===== config.mk =====
export PLATFORM = sky130hd
export DESIGN_NAME = register_bank
export DESIGN_NICKNAME = d
export VERILOG_FILES = /design/src/rtl/register_bank_pkg.sv /design/src/rtl/register_bank_flag_reg.sv /design/src/rtl/register_bank.sv
export SDC_FILE = /design/constraint.sdc
export NUM_CORES = 2
export LEC_CHECK = 0
export BUFFER_PORTS_ARGS = -buffer_cell sky130_fd_sc_hd__buf_2
export CAP_MARGIN = 25
export CORE_MARGIN = 2
export CORE_UTILIZATION = 40
export DETAILED_ROUTE_END_ITERATION = 8
export SLEW_MARGIN = 20
export SYNTH_ARGS = -nofsm -noshare
export SYNTH_HDL_FRONTEND = slang
export SYNTH_SLANG_ARGS = --single-unit
export TNS_END_PERCENT = 10

===== constraint.sdc =====
create_clock -name clk -period 2 [get_ports clk]
set_input_delay 0.3 -clock clk [delete_from_list [all_inputs] [get_ports clk]]
set_output_delay 0.3 -clock clk [all_outputs]
set_load 0.02 [all_outputs]

===== src/rtl/register_bank_pkg.sv =====
// Shared datapath constants and the condition-flag payload used by the
// register bank, the ALU and the branch unit.
package register_bank_pkg;

    localparam int unsigned DATA_W   = 32;
    localparam int unsigned ADDR_W   = 5;
    localparam int unsigned REG_ZERO = 0;

    typedef struct packed {
        logic sign;
        logic carry;
        logic zero;
    } flags_t;

endpackage


===== src/rtl/register_bank_flag_reg.sv =====
// Three-bit condition-flag register with capture enable and asynchronous
// active-low clear; reusable by the branch unit.
module register_bank_flag_reg
    import register_bank_pkg::*;
(
    input  logic   clk,
    input  logic   rst_n,
    input  logic   en,
    input  flags_t d,
    output flags_t q
);

    always_ff @(posedge clk or negedge rst_n) begin
        if (!rst_n) begin
            q <= '0;
        end else if (en) begin
            q <= d;
        end
    end

endmodule


===== src/rtl/register_bank.sv =====
// Register file feeding the ALU operand ports, with same-cycle writeback
// bypass and a captured copy of the ALU condition flags.
module register_bank
    import register_bank_pkg::*;
#(
    parameter int unsigned DATA_W   = register_bank_pkg::DATA_W,
    parameter int unsigned ADDR_W   = register_bank_pkg::ADDR_W,
    parameter bit          ZERO_REG = 1'b1
) (
    input  logic              clk,
    input  logic              rst_n,
    input  logic [ADDR_W-1:0] rs_addr,
    input  logic [ADDR_W-1:0] rt_addr,
    output logic [DATA_W-1:0] rs_data,
    output logic [DATA_W-1:0] rt_data,
    input  logic              wr_en,
    input  logic [ADDR_W-1:0] wr_addr,
    input  logic [DATA_W-1:0] wr_data,
    input  logic              flag_we,
    input  logic              sign_in,
    input  logic              carry_in,
    input  logic              zero_in,
    output logic              sign_q,
    output logic              carry_q,
    output logic              zero_q
);

    localparam int unsigned NUM_REGS = 2 ** ADDR_W;

    logic [DATA_W-1:0] regs [NUM_REGS];
    logic              wr_drop_c;
    logic              wr_live_c;
    flags_t            flags_d;
    flags_t            flags_q;

    function automatic logic is_zero_reg(input logic [ADDR_W-1:0] addr);
        return ZERO_REG && (addr == ADDR_W'(REG_ZERO));
    endfunction

    assign wr_drop_c = is_zero_reg(wr_addr);
    // Bypass is suppressed while in reset so the ports read the cleared array.
    assign wr_live_c = wr_en && !wr_drop_c && rst_n;

    always_ff @(posedge clk or negedge rst_n) begin
        if (!rst_n) begin
            for (int i = 0; i < int'(NUM_REGS); i++) begin
                regs[i] <= '0;
            end
        end else if (wr_en && !wr_drop_c) begin
            regs[wr_addr] <= wr_data;
        end
    end

    // Hardwired zero takes priority over the bypass, which takes priority over the array.
    always_comb begin
        rs_data = regs[rs_addr];
        rt_data = regs[rt_addr];
        if (wr_live_c && (wr_addr == rs_addr)) begin
            rs_data = wr_data;
        end
        if (wr_live_c && (wr_addr == rt_addr)) begin
            rt_data = wr_data;
        end
        if (is_zero_reg(rs_addr)) begin
            rs_data = '0;
        end
        if (is_zero_reg(rt_addr)) begin
            rt_data = '0;
        end
    end

    assign flags_d = '{sign: sign_in, carry: carry_in, zero: zero_in};

    register_bank_flag_reg u_flag_reg (
        .clk   (clk),
        .rst_n (rst_n),
        .en    (flag_we),
        .d     (flags_d),
        .q     (flags_q)
    );

    assign sign_q  = flags_q.sign;
    assign carry_q = flags_q.carry;
    assign zero_q  = flags_q.zero;

endmodule


==> key figures <==
Outcome
  – Run status: complete, but fails checks
  – Failing checks: setup timing

Setup path
  – Critical Path AT: about 2600 ps
  – Max incr delay on CP: 460 ps
  – CP required: 1700 ps
  – Most used cell along the critical path: a211oi_2
  – Crit-path cells: mux4_2 -> mux2i_4 -> a2111oi_4 -> a211oi_2 -> a211oi_2 -> buf_4
  – Crit Reg-Reg Startpoint: u_flag_reg.q[1]
  – Reg2reg setup slack: around 700 ps
  – Critical path launch point: regs[82]
  – Crit-path max FO: 3
  – Setup Crit Path Kind: reg2out
  – Slowest CP cell: a211oi_2
  – Crit path capture type: output port
  – Startpoint types: register
  – Worst reg-to-reg path cell count: 2
  – R2r endpoint: u_flag_reg.q[1]

STA
  – Relative slew slack: 0.3350
  – Final worst slack: -895.5 ps
  – Fin. max-slew vios: 0
  – Post-route minimum period: a little under 3000 ps
  – Setup Skew: 0 ps
  – RSZ-0062 raised after global routing: true
  – Final hold vios: 0
  – Final period util: 1.448
  – Final-report setup violation count: 64
  – Final hold slack: roughly 150 ps
  – Fmax: between 300 and 400 MHz
  – Worst-Margin Slew: ~1000 ps

Die
  – Die width: approximately 380 um
  – Placement Rows: around 140
  – Core Region: 137,800 um2
  – Initial core utilization: 0.4039
  – DIE AREA: approximately 140,000 um2
  – # IOs: approximately 120
  – Die Y: roughly 380 um

Synth
  – Yosys top cell area share: 0.4616
  – Post-synthesis sequential area ratio: 0.4616
  – Ys Warns: 0
  – Synth Instances: between 3,000 and 4,000
  – Mux cell area share after synthesis: 0.4076
  – Syn Area/Cell: 14.14 um2
  – Post-synthesis xor/xnor area fraction: 0.001573
  – Area leader, netlist: dfrtp_1
  – Largest cells by area after synthesis: dfrtp_1 46%, mux2_2 23%, mux4_2 14%
  – Synth Register Bits: just over 1,000
  – Post-Syn Area: about 56,000 um2
  – Count of cell types in the netlist: 54
  – Most used flip-flop cell after synthesis: dfrtp_1
  – Simple-gate share of the synthesized area: 0.02748
  – Post-synth EDFFs: 0
  – Largest family of logic cells by synthesized area: multiplexers
  – Asr flop ratio synth: 1.000
  – Synth Area in Adders: 0
  – Post-Syn Nets: approximately 4,000
  – Post-synthesis compound-gate area fraction: 0.05906

Drt
  – Starting DRC count in detailed routing: 4,045
  – DR vias: about 40,000
  – First drt pass iteration count: 7
  – Final wirelength: just under 200,000 um
  – Final antenna-violating net count: 0
  – DR vias/cell: 6.208
  – Wire per inst: slightly above 30 um
  – Residual DRC: 0

Min path
  – Hold path startpoint: wr_data[26]
  – Hold Path Class: in2reg
  – Hold endpoint: regs[762]
  – Worst hold stages: 3

Power
  – NetSw: approximately 0.018 W
  – Sw Share: 0.2790
  – P_int: 0.04700 W
  – Sequential power share: 0.422
  – Max VDD drop: 0.0008141 V
  – Leak: roughly 30 nW
  – Clock network fraction of design power: 0.344
  – Total power per unit cell area: about 940 nW/um2
  – Gate power share: 0.233
  – Pwr Total: 0.06519 W

Global routing
  – Vias in the first global route: ~40,000
  – All-Layer GR Usage: 0.2766
  – GRT overflow: 0
  – Initial antenna violation count: 12
  – Largest net degree at the start of global routing: approximately 150
  – Global-route wire length before repair: around 290,000 um

Final layout
  – Commonest non-fill, non-tap cell in the layout: mux2_2
  – Proportion of layout cells with a drive suffix above 1: 0.6119
  – Finished Cell Area: ~69,000 um2
  – Layout Nets: around 4,500
  – Fill cell count: between 10,000 and 15,000
  – Non-Filler Instances: roughly 6,300
  – Area Overhead vs Synth: 24.82%
  – Most frequent cells in the layout: 1,141 x mux2_2, 1,027 x dfrtp_1, 548 x buf_4

Placed design
  – Placed instance count: 6,093
  – IO Port Bufs: 120
  – Dpl hpwl: between 100,000 and 150,000 um
  – Placed instance area: around 64,000 um2
  – GPL Wtd Cong: between 0.8 and 0.9

CTS
  – CTS tree: built
  – Clk Latency, worst-skew pair: 740 ps
  – Sink Count: ~1,000
  – Root buffer cell: clkbuf_16
  – Reg clk slew, reported paths: ~70 ps
  – Clock Path Buffers: 3
  – TritonCTS Buffers: roughly 120
  – H-tree depth: 3

Flow run
  – Max-Cap Viols: 0
==> worst max-delay path, delay by kind of cell (launching register included) <==
kind / cells / cell delay [ps]
muxes: 2 / 360
DFF: 1 / 360
buffers and inverters: 1 / 240
AOI/OAI and AO/OA: 3 / 880
==> how the worst max path moves through the flow <==
stage / to / slack, ps / cells past startpoint
2_1_floorplan: rs_data[10] / -160 / 7
3_3_place_gp: rt_data[5] / -1100 / 10
3_5_place_dp: rt_data[5] / -1100 / 10
4_1_cts: rt_data[30] / -940 / 7
5_1_grt: rt_data[8] / -960 / 7
6_report: rt_data[18] / -900 / 6
==> cells in the mapped netlist (33+ instances only) <==
master / number
a21oi_1: 33
a221oi_1: 45
buf_1: 51
buf_2: 114
buf_4: 37
clkbuf_1: 211
dfrtp_1: 1027
mux2_2: 1147
mux2i_1: 181
mux4_2: 342
nor2_1: 140
nor3_1: 70
o21ai_0: 60
o221ai_1: 37
o22ai_1: 142
==> sequential cells by signal, indices dropped and copies added, names as in the netlist <==
register and flops:
regs 1024, u_flag_reg.q 3
==> routing by layer <==
metal | up-vias | wire, um | track usage
met5 | - | 78 | 0
met4 | 12 | 8040 | 0.1040
met3 | 418 | 16780 | 0.06482
met2 | 1656 | 88280 | 0.4206
met1 | 20948 | 82950 | 0.3847
li1 | 16151 | - | -
==> layout make-up <==
cell class | count | area [um2] | share of cell area
multi-input combinational | 2455 | 29260 | 0.4211
sequential | 1027 | 25700 | 0.3698
timing repair buffer | 823 | 8247 | 0.1187
clock buffer | 165 | 3408 | 0.04905
tap | 1794 | 2245 | 0.03230
clock inverter | 41 | 608.1 | 0.008750
inverter | 3 | 11.26 | 0.0001620
antenna | 4 | 10.01 | 0.0001440
==> through the flow <==
step | util | worst slack (ps) | TNS [ps]
finish | 0.5042 | -895.5 | -44850
global route | 0.5041 | -964.5 | -57800
CTS | 0.4989 | -944.7 | -48860
detailed placement | 0.4633 | -1100 | -198160
global placement | 0.4633 | -1103 | -180300
floorplan | - | -158.6 | -8900
==> cell families (layout without fill, tap and decap cells) <==
| family | Yosys count | in the layout |
|---|---|---|
| AOI/OAI and AO/OA | 451 | 451 |
| xor gates and xnor gates | 10 | 10 |
| buffers and inverters | 454 | 1032 |
| DFF | 1027 | 1027 |
| muxes | 1680 | 1680 |
| other | 0 | 4 |
| and+or+nand+nor | 314 | 314 |
==> power groups by stage <==
stage / registers (W) / logic (W) / clock network, W
after floorplan: 0.0269 / 0.00965 / 0
after global placement: 0.0275 / 0.0140 / 0
after detailed placement: 0.0277 / 0.0142 / 0
after CTS: 0.0274 / 0.0148 / 0.0228
after global routing: 0.0280 / 0.0162 / 0.0237
final: 0.0275 / 0.0152 / 0.0224
==> timing repair <==
| action | 4_1_cts | 5_1_grt |
|---|---|---|
| endpoints found under the setup margin | 64 | 233 |
| gates cloned | 0 | 0 |
| buffers inserted | 0 | 16 |
| hold buffers | 10 | 0 |
| gates resized for setup | 186 | 132 |
| endpoints found under the hold margin | 131 | 0 |
| pin swaps | 16 | 48 |
No activity file was read; power rests on OpenSTA's default activity.
